File: config.mk
export PLATFORM = sky130hd
export DESIGN_NAME = buffer_read_sequencer_flat
export DESIGN_NICKNAME = d
export VERILOG_FILES = /design/src/rtl/audio_pkg.sv /design/src/rtl/buffer_read_sequencer_if.sv /design/src/rtl/sample_skid_fifo.sv /design/src/rtl/buffer_read_sequencer.sv /design/src/flat_wrapper.sv
export SDC_FILE = /design/constraint.sdc
export NUM_CORES = 1
export LEC_CHECK = 0
export BUFFER_PORTS_ARGS = -buffer_cell sky130_fd_sc_hd__buf_2
export CAP_MARGIN = 10
export CORE_MARGIN = 10
export CORE_UTILIZATION = 55
export DETAILED_ROUTE_END_ITERATION = 7
export PLACE_DENSITY = 0.77
export RECOVER_POWER = 100
export SLEW_MARGIN = 10
export SYNTH_ARGS = -nofsm -noshare
export SYNTH_HDL_FRONTEND = slang
export SYNTH_SLANG_ARGS = --single-unit
File: constraint.sdc
create_clock -name clk -period 7.4 [get_ports clk]
set_input_delay 0.37 -clock clk [delete_from_list [all_inputs] [get_ports clk]]
set_output_delay 0.37 -clock clk [all_outputs]
set_load 0.01 [all_outputs]
File: src/rtl/audio_pkg.sv
// Shared audio-path constants and types for the I2S buffer and its frame readers.
package audio_pkg;
  localparam int DEFAULT_DATA_WIDTH   = 24;
  localparam int DEFAULT_BUFFER_DEPTH = 512;

  // Skid storage sized to cover the read round trip: one read on the bus,
  // one returning, one held at the output.
  localparam int SKID_DEPTH = 3;
  localparam int SKID_CNT_W = $clog2(SKID_DEPTH + 1);

  typedef enum logic {
    IDLE = 1'b0,
    RUN  = 1'b1
  } seq_state_e;
endpackage

File: src/rtl/buffer_read_sequencer_if.sv
// Frame-reader bus: buffer read port, sample stream and status.
interface buffer_read_sequencer_if #(
  parameter int DATA_WIDTH      = audio_pkg::DEFAULT_DATA_WIDTH,
  parameter int ADDR_WIDTH      = $clog2(audio_pkg::DEFAULT_BUFFER_DEPTH),
  parameter int FRAME_CNT_WIDTH = 16
);
  logic                       i_enable;
  logic                       i_frame_ready;
  logic [ADDR_WIDTH-1:0]      o_read_addr;
  logic [DATA_WIDTH-1:0]      i_read_data;
  logic [DATA_WIDTH-1:0]      o_sample;
  logic                       o_sample_valid;
  logic                       i_sample_ready;
  logic [ADDR_WIDTH-1:0]      o_sample_index;
  logic                       o_sample_last;
  logic                       o_busy;
  logic                       o_frame_done;
  logic                       o_frame_abort;
  logic                       o_overrun;
  logic                       i_clear_overrun;
  logic [FRAME_CNT_WIDTH-1:0] o_frame_count;

  modport master (
    input  i_enable, i_frame_ready, i_read_data, i_sample_ready, i_clear_overrun,
    output o_read_addr, o_sample, o_sample_valid, o_sample_index, o_sample_last,
           o_busy, o_frame_done, o_frame_abort, o_overrun, o_frame_count
  );

  modport slave (
    output i_enable, i_frame_ready, i_read_data, i_sample_ready, i_clear_overrun,
    input  o_read_addr, o_sample, o_sample_valid, o_sample_index, o_sample_last,
           o_busy, o_frame_done, o_frame_abort, o_overrun, o_frame_count
  );
endinterface

File: src/rtl/sample_skid_fifo.sv
// Shift-register skid FIFO of {index, last, data}; entry 0 is the registered head.
module sample_skid_fifo
  import audio_pkg::*;
#(
  parameter int DATA_WIDTH = DEFAULT_DATA_WIDTH,
  parameter int ADDR_WIDTH = $clog2(DEFAULT_BUFFER_DEPTH)
) (
  input  logic                  clk,
  input  logic                  reset,
  input  logic                  push,
  input  logic                  pop,
  input  logic                  flush,
  input  logic [DATA_WIDTH-1:0] push_data,
  input  logic [ADDR_WIDTH-1:0] push_index,
  input  logic                  push_last,
  output logic [SKID_CNT_W-1:0] count,
  output logic [DATA_WIDTH-1:0] head_data,
  output logic [ADDR_WIDTH-1:0] head_index,
  output logic                  head_last
);
  logic [DATA_WIDTH-1:0] data_q  [SKID_DEPTH];
  logic [DATA_WIDTH-1:0] data_d  [SKID_DEPTH];
  logic [ADDR_WIDTH-1:0] index_q [SKID_DEPTH];
  logic [ADDR_WIDTH-1:0] index_d [SKID_DEPTH];
  logic                  last_q  [SKID_DEPTH];
  logic                  last_d  [SKID_DEPTH];
  logic [SKID_CNT_W-1:0] count_q, count_d, wr_ptr;

  // Pop shifts everything down one slot; push lands just past the surviving entries.
  always_comb begin
    data_d  = data_q;
    index_d = index_q;
    last_d  = last_q;
    count_d = count_q;
    wr_ptr  = count_q;
    if (pop && (count_q != '0)) begin
      for (int i = 0; i < SKID_DEPTH - 1; i++) begin
        data_d[i]  = data_q[i+1];
        index_d[i] = index_q[i+1];
        last_d[i]  = last_q[i+1];
      end
      wr_ptr  = count_q - 1'b1;
      count_d = count_q - 1'b1;
    end
    if (push && (32'(wr_ptr) < SKID_DEPTH)) begin
      data_d[wr_ptr]  = push_data;
      index_d[wr_ptr] = push_index;
      last_d[wr_ptr]  = push_last;
      count_d         = count_d + 1'b1;
    end
    if (flush) count_d = '0;
  end

  // Storage and occupancy registers.
  always_ff @(posedge clk) begin
    if (reset) begin
      count_q <= '0;
      for (int i = 0; i < SKID_DEPTH; i++) begin
        data_q[i]  <= '0;
        index_q[i] <= '0;
        last_q[i]  <= 1'b0;
      end
    end else begin
      count_q <= count_d;
      data_q  <= data_d;
      index_q <= index_d;
      last_q  <= last_d;
    end
  end

  assign count      = count_q;
  assign head_data  = data_q[0];
  assign head_index = index_q[0];
  assign head_last  = last_q[0];
endmodule

File: src/rtl/buffer_read_sequencer.sv
// Sweeps the completed bank of the I2S double buffer and streams it to one consumer.
module buffer_read_sequencer
  import audio_pkg::*;
#(
  parameter int DATA_WIDTH      = DEFAULT_DATA_WIDTH,
  parameter int BUFFER_DEPTH    = DEFAULT_BUFFER_DEPTH,
  parameter int ADDR_WIDTH      = $clog2(BUFFER_DEPTH),
  parameter int FRAME_CNT_WIDTH = 16
) (
  input logic                     clk,
  input logic                     reset,
  buffer_read_sequencer_if.master bus
);
  seq_state_e                 state_q, state_d;
  logic [ADDR_WIDTH:0]        issue_cnt_q, issue_cnt_d;
  logic [ADDR_WIDTH-1:0]      ret_cnt_q, ret_cnt_d;
  logic [1:0]                 vld_pipe_q, vld_pipe_d;
  logic [ADDR_WIDTH-1:0]      read_addr_q, read_addr_d;
  logic                       done_q, done_d;
  logic                       abort_q, abort_d;
  logic                       overrun_q, overrun_d;
  logic [FRAME_CNT_WIDTH-1:0] frame_cnt_q, frame_cnt_d;

  logic                  fifo_push, fifo_pop, fifo_flush;
  logic [SKID_CNT_W-1:0] fifo_count;
  logic [DATA_WIDTH-1:0] head_data;
  logic [ADDR_WIDTH-1:0] head_index;
  logic                  head_last;
  logic                  xfer_last, can_issue, start;
  logic [2:0]            outstanding;

  // vld_pipe_q[0]: address on the bus this cycle; [1]: its data is on i_read_data now.
  assign fifo_push = vld_pipe_q[1];
  assign fifo_pop  = (fifo_count != '0) && bus.i_sample_ready;
  assign xfer_last = fifo_pop && head_last;

  // Occupancy after this cycle's pop; a new read is only allowed if a slot is guaranteed.
  assign outstanding = 3'(vld_pipe_q[0]) + 3'(vld_pipe_q[1]) + 3'(fifo_count) - 3'(fifo_pop);
  assign can_issue   = (issue_cnt_q < (ADDR_WIDTH+1)'(BUFFER_DEPTH)) &&
                       (outstanding < 3'(SKID_DEPTH));

  sample_skid_fifo #(
    .DATA_WIDTH (DATA_WIDTH),
    .ADDR_WIDTH (ADDR_WIDTH)
  ) u_skid (
    .clk        (clk),
    .reset      (reset),
    .push       (fifo_push),
    .pop        (fifo_pop),
    .flush      (fifo_flush),
    .push_data  (bus.i_read_data),
    .push_index (ret_cnt_q),
    .push_last  (ret_cnt_q == ADDR_WIDTH'(BUFFER_DEPTH - 1)),
    .count      (fifo_count),
    .head_data  (head_data),
    .head_index (head_index),
    .head_last  (head_last)
  );

  // Sweep control: frame start, read issue, completion and overrun recovery.
  always_comb begin
    state_d     = state_q;
    issue_cnt_d = issue_cnt_q;
    ret_cnt_d   = ret_cnt_q;
    vld_pipe_d  = {vld_pipe_q[0], 1'b0};
    read_addr_d = read_addr_q;
    done_d      = 1'b0;
    abort_d     = 1'b0;
    overrun_d   = overrun_q;
    frame_cnt_d = frame_cnt_q;
    fifo_flush  = 1'b0;
    start       = 1'b0;

    if (fifo_push) ret_cnt_d = ret_cnt_q + 1'b1;
    if (bus.i_clear_overrun) overrun_d = 1'b0;

    unique case (state_q)
      IDLE: start = bus.i_frame_ready && bus.i_enable;
      RUN: begin
        if (xfer_last) begin
          // A swap landing with the final transfer is a clean back-to-back frame.
          done_d      = 1'b1;
          frame_cnt_d = frame_cnt_q + 1'b1;
          state_d     = IDLE;
          start       = bus.i_frame_ready && bus.i_enable;
        end else if (bus.i_frame_ready) begin
          // Bank swapped under us: drop everything read so far from the old bank.
          overrun_d  = 1'b1;
          abort_d    = 1'b1;
          fifo_flush = 1'b1;
          vld_pipe_d = '0;
          ret_cnt_d  = '0;
          state_d    = IDLE;
          start      = bus.i_enable;
        end else if (can_issue) begin
          vld_pipe_d[0] = 1'b1;
          read_addr_d   = issue_cnt_q[ADDR_WIDTH-1:0];
          issue_cnt_d   = issue_cnt_q + 1'b1;
        end
      end
      default: state_d = IDLE;
    endcase

    // Starting a sweep issues address 0 on the same edge.
    if (start) begin
      state_d     = RUN;
      vld_pipe_d  = 2'b01;
      read_addr_d = '0;
      issue_cnt_d = (ADDR_WIDTH+1)'(1);
      ret_cnt_d   = '0;
    end
  end

  // Control and status registers.
  always_ff @(posedge clk) begin
    if (reset) begin
      state_q     <= IDLE;
      issue_cnt_q <= '0;
      ret_cnt_q   <= '0;
      vld_pipe_q  <= '0;
      read_addr_q <= '0;
      done_q      <= 1'b0;
      abort_q     <= 1'b0;
      overrun_q   <= 1'b0;
      frame_cnt_q <= '0;
    end else begin
      state_q     <= state_d;
      issue_cnt_q <= issue_cnt_d;
      ret_cnt_q   <= ret_cnt_d;
      vld_pipe_q  <= vld_pipe_d;
      read_addr_q <= read_addr_d;
      done_q      <= done_d;
      abort_q     <= abort_d;
      overrun_q   <= overrun_d;
      frame_cnt_q <= frame_cnt_d;
    end
  end

  assign bus.o_read_addr    = read_addr_q;
  assign bus.o_sample       = head_data;
  assign bus.o_sample_index = head_index;
  assign bus.o_sample_last  = head_last;
  assign bus.o_sample_valid = (fifo_count != '0);
  assign bus.o_busy         = (state_q == RUN);
  assign bus.o_frame_done   = done_q;
  assign bus.o_frame_abort  = abort_q;
  assign bus.o_overrun      = overrun_q;
  assign bus.o_frame_count  = frame_cnt_q;
endmodule

File: src/flat_wrapper.sv
// flat-port wrapper written by rule: the top's interface ports become plain ports
module buffer_read_sequencer_flat import audio_pkg::*;
#(
  parameter int DATA_WIDTH      = DEFAULT_DATA_WIDTH,
  parameter int BUFFER_DEPTH    = DEFAULT_BUFFER_DEPTH,
  parameter int ADDR_WIDTH      = $clog2(BUFFER_DEPTH),
  parameter int FRAME_CNT_WIDTH = 16
)
  (clk, reset, bus_i_enable, bus_i_frame_ready, bus_i_read_data, bus_i_sample_ready, bus_i_clear_overrun, bus_o_read_addr, bus_o_sample, bus_o_sample_valid, bus_o_sample_index, bus_o_sample_last, bus_o_busy, bus_o_frame_done, bus_o_frame_abort, bus_o_overrun, bus_o_frame_count);
  buffer_read_sequencer_if #(.DATA_WIDTH(DATA_WIDTH), .ADDR_WIDTH(ADDR_WIDTH), .FRAME_CNT_WIDTH(FRAME_CNT_WIDTH)) bus_i ();
  input logic clk;
  input logic reset;
  input wire logic [$bits(bus_i.i_enable)-1:0] bus_i_enable;
  input wire logic [$bits(bus_i.i_frame_ready)-1:0] bus_i_frame_ready;
  input wire logic [$bits(bus_i.i_read_data)-1:0] bus_i_read_data;
  input wire logic [$bits(bus_i.i_sample_ready)-1:0] bus_i_sample_ready;
  input wire logic [$bits(bus_i.i_clear_overrun)-1:0] bus_i_clear_overrun;
  output wire logic [$bits(bus_i.o_read_addr)-1:0] bus_o_read_addr;
  output wire logic [$bits(bus_i.o_sample)-1:0] bus_o_sample;
  output wire logic [$bits(bus_i.o_sample_valid)-1:0] bus_o_sample_valid;
  output wire logic [$bits(bus_i.o_sample_index)-1:0] bus_o_sample_index;
  output wire logic [$bits(bus_i.o_sample_last)-1:0] bus_o_sample_last;
  output wire logic [$bits(bus_i.o_busy)-1:0] bus_o_busy;
  output wire logic [$bits(bus_i.o_frame_done)-1:0] bus_o_frame_done;
  output wire logic [$bits(bus_i.o_frame_abort)-1:0] bus_o_frame_abort;
  output wire logic [$bits(bus_i.o_overrun)-1:0] bus_o_overrun;
  output wire logic [$bits(bus_i.o_frame_count)-1:0] bus_o_frame_count;
  assign bus_i.i_enable = bus_i_enable;
  assign bus_i.i_frame_ready = bus_i_frame_ready;
  assign bus_i.i_read_data = bus_i_read_data;
  assign bus_i.i_sample_ready = bus_i_sample_ready;
  assign bus_i.i_clear_overrun = bus_i_clear_overrun;
  assign bus_o_read_addr = bus_i.o_read_addr;
  assign bus_o_sample = bus_i.o_sample;
  assign bus_o_sample_valid = bus_i.o_sample_valid;
  assign bus_o_sample_index = bus_i.o_sample_index;
  assign bus_o_sample_last = bus_i.o_sample_last;
  assign bus_o_busy = bus_i.o_busy;
  assign bus_o_frame_done = bus_i.o_frame_done;
  assign bus_o_frame_abort = bus_i.o_frame_abort;
  assign bus_o_overrun = bus_i.o_overrun;
  assign bus_o_frame_count = bus_i.o_frame_count;
  buffer_read_sequencer #(.DATA_WIDTH(DATA_WIDTH), .BUFFER_DEPTH(BUFFER_DEPTH), .ADDR_WIDTH(ADDR_WIDTH), .FRAME_CNT_WIDTH(FRAME_CNT_WIDTH)) u_core (.clk(clk), .reset(reset), .bus(bus_i));
endmodule
==> flow_metrics.tcl <==
set metrics [dict create \
    synth_nets 888 \
    power_density_nw_per_um2 271.4 \
    drc_errors 0 \
    status "finished, violations left" \
    syn_area_um2 6703 \
    cts_tree "done" \
    vias 5817 \
    cts_buffers 17 \
    antenna_left 0 \
    setup_viol 0 \
    postRouteWirelength_um 15670 \
    insertion_delay_ps 430 \
    syn_area_per_cell_um2 7.942 \
    rsz0062_at_grt "no" \
    setup_tns_ps 0 \
    start_kind "register" \
    synth_edf_count 0 \
    max_stage_delay_ps 1420 \
    core_um2 11960 \
    fin_crit_sh_pct 70.94 \
    crit_path_max_fanout 71 \
    fin_nets 911 \
    peakVddDrop_uv 150.1 \
    startpoint "u_core.u_skid.count[0]" \
    cts_root_buf "clkbuf_16" \
    antenna_found_initial 0 \
    synth_largest_area_cell "dfxtp_1" \
    synth_area_leaders "dfxtp_1, nand2_1, a311oi_1" \
    yosys_warnings 0 \
    synth_top_area_share_pct 46.00 \
    worst_slack_ps 2151 \
    numPortBuffers 93 \
    drtIter0Drc 504 \
    cap_viol_max_count 4 \
    critPathArrivalTime_ps 5530 \
    floorplan.initialDensity_pct 56.04 \
    reg2regPathDepth 13 \
    worstPathRequired_ps 7680 \
    die-area_um2 17000 \
    row_count 40 \
    ys_async_sr_fraction_pct 0 \
    vias_per_cell 5.664 \
    crit_family "buffers and inverters" \
    place_ws_ps 3055 \
    hold_buffers 0 \
    clock_sinks 154 \
    hold_violations 0 \
    maxSlewViolCount 212 \
    worstPathCellList "inv_1, ha_1, nand2b_2, buf_4, inv_1, buf_4, xnor2_1, ha_1, nor2b_1, nand2_1, clkbuf_1, nor2_1, a311oi_1" \
    fin_skew_ps 9.656 \
    n_antenna_cell 0 \
    rrSetupSlack_ps 2150 \
    grt_pass1_wl_um 25640 \
    gp_congestion 0.7745 \
    crit_buf_inv 5 \
    drive_gt1_share_pct 7.386 \
    tightest_slew_ps 3930 \
    grt_pass1_vias 5368 \
    hp-class "input port to register" \
    grt_usage_pct 18.52 \
    overflow 0 \
    routedWlPerCell_um 15.26 \
    min_delay_path_depth 3 \
    grt_max_degree 92 \
    die-height_um 130.4 \
    maxSlewHeadroom_pct -162.0 \
    dp_hpwl_um 9433 \
    fmaxAchievable_ghz 0.1905 \
    syn_inst 844 \
    violations "max-capacitance violations, max-slew violations" \
    worstHoldStart "bus_i_read_data[3]" \
    slowest_stage "clkbuf_1" \
    ctsHtreeMaxLevel 4 \
    ys_types 41 \
    area_delta_synth_final_pct 11.46 \
    timing.final.crit_period_ps 5249 \
    ios 94 \
    synthFlopType "dfxtp_1" \
    cp_num_cells 13 \
    crit_path_end_kind "register" \
    die_width_um 130.4 \
    clk_pin_slew_ps 60 \
    rr_startpoint "u_core.u_skid.count[0]" \
    worstSetupPathType "register to register" \
    dr.pass1.iters 5 \
    yosysSeqAreaShare_pct 46.00 \
    ctsResizeCount 0 \
    p_leak_nw 2.543 \
    r2r-end "u_core.u_skid.head_data[20]" \
    cts_max_path_buffers 2 \
    synth-seq-cells 154 \
    postCtsSetupBuffers 0 \
]
## power breakdown
part	internal, mW	total (mW)	switching, mW
sequential	0.852	0.866	0.0138
combinational	0.0562	0.212	0.156
clock	0.614	0.950	0.335
total	1.52	2.03	0.505
## per-stage QoR
step	area (um^2)	power (mW)	utilization, %	hold WS [ps]	instances
floorplan	6703	1.047	-	412.1	844
global placement	6927	1.100	57.91	429.4	995
detailed placement	6927	1.102	57.91	439.4	995
CTS	7579	2.048	63.36	190.0	1027
global route	7471	2.103	62.46	209.6	1027
finish	7471	2.028	62.46	202.6	1027
## per-layer routing
metal / share of wire, % / GRT usage (%) / wire length, um / vias to the layer above
met5: 0 / 0 / 0 / -
met4: 1.3 / 6.409 / 197 / 0
met3: 6.5 / 5.439 / 1020 / 22
met2: 48 / 29.86 / 7449 / 152
met1: 45 / 23.22 / 7003 / 2743
li1: - / - / - / 2900
## cells by family (layout without fill, tap and decap cells)
group	after synthesis	in the layout	synth area share [%]
simple gates	385	385	24.08
flops	154	154	46.00
compound gates	160	160	16.30
xor+xnor	19	19	2.483
mux	2	2	0.2987
buf+inv	110	146	8.120
fa+ha+maj	14	14	2.725
## synthesized netlist by cell type (2+ instances only)
library cell    n
and3_1          3
nand3b_1        2
buf_1           4
o21ai_0        17
o31ai_1         5
nand4_1         9
a311oi_1       68
or3_1           8
or4_1           7
nor3_1          6
mux2i_1         2
nand2b_1        5
a21o_1          2
buf_4          33
nor2b_1         2
xor2_1          6
clkbuf_1       54
ha_1           13
dfxtp_1       154
nand2_1       222
inv_1          12
nand3_1        19
a21oi_1        62
buf_2           6
xnor2_1        13
nor2_1         94
nor4_1          2
## area by class of cell
cell class | instances | area [um^2]
Multi-Input combinational cell | 580 | 3074
Fill cell | 1105 | 4491
Timing Repair Buffer | 101 | 429.2
Tap cell | 147 | 183.9
Inverter | 13 | 48.80
Sequential cell | 154 | 3083
Clock inverter | 12 | 195.2
Clock buffer | 20 | 456.7
## worst reg2reg max path: stages, from the launching register on
cell and delay [ps]:
dfxtp_1 300, inv_1 110, ha_1 230, nand2b_2 130, buf_4 580, inv_1 100
buf_4 360, xnor2_1 450, ha_1 240, nor2b_1 90, nand2_1 630, clkbuf_1 1420
nor2_1 140, a311oi_1 330
## cells in the final DEF (no fill, tap or decap), types with 2 or more instances in the layout
| cell type | Yosys | routed |
|---|---|---|
| clkbuf_8 | 0 | 2 |
| ha_1 | 13 | 13 |
| nand3_1 | 19 | 19 |
| xnor2_1 | 13 | 13 |
| clkinv_4 | 0 | 2 |
| bufinv_16 | 0 | 5 |
| nor2b_1 | 2 | 2 |
| nor2_1 | 94 | 94 |
| clkbuf_16 | 0 | 17 |
| nor3_1 | 6 | 6 |
| clkinv_2 | 0 | 4 |
| a21oi_1 | 62 | 62 |
| buf_4 | 33 | 4 |
| xor2_1 | 6 | 6 |
| o21ai_0 | 17 | 17 |
| nand2b_1 | 5 | 4 |
| dfxtp_1 | 154 | 154 |
| or3_1 | 8 | 8 |
| nand3b_1 | 2 | 2 |
| inv_1 | 12 | 13 |
| o31ai_1 | 5 | 5 |
| clkbuf_1 | 54 | 70 |
| nand2_1 | 222 | 222 |
| and3_1 | 3 | 3 |
| mux2i_1 | 2 | 2 |
| nor4_1 | 2 | 2 |
| nand4_1 | 9 | 9 |
| or4_1 | 7 | 8 |
| a311oi_1 | 68 | 68 |
| buf_2 | 6 | 28 |
| a21o_1 | 2 | 2 |
## how the worst max path moves through the flow
stage | endpoint
after global placement | u_core.issue_cnt_q[8]
after floorplan | u_core.issue_cnt_q[7]
after detailed placement | u_core.issue_cnt_q[6]
after global routing | u_core.u_skid.head_data[20]
after CTS | u_core.issue_cnt_q[5]
final | u_core.u_skid.head_data[20]
Note: power is estimated with default switching activity, not from simulation.
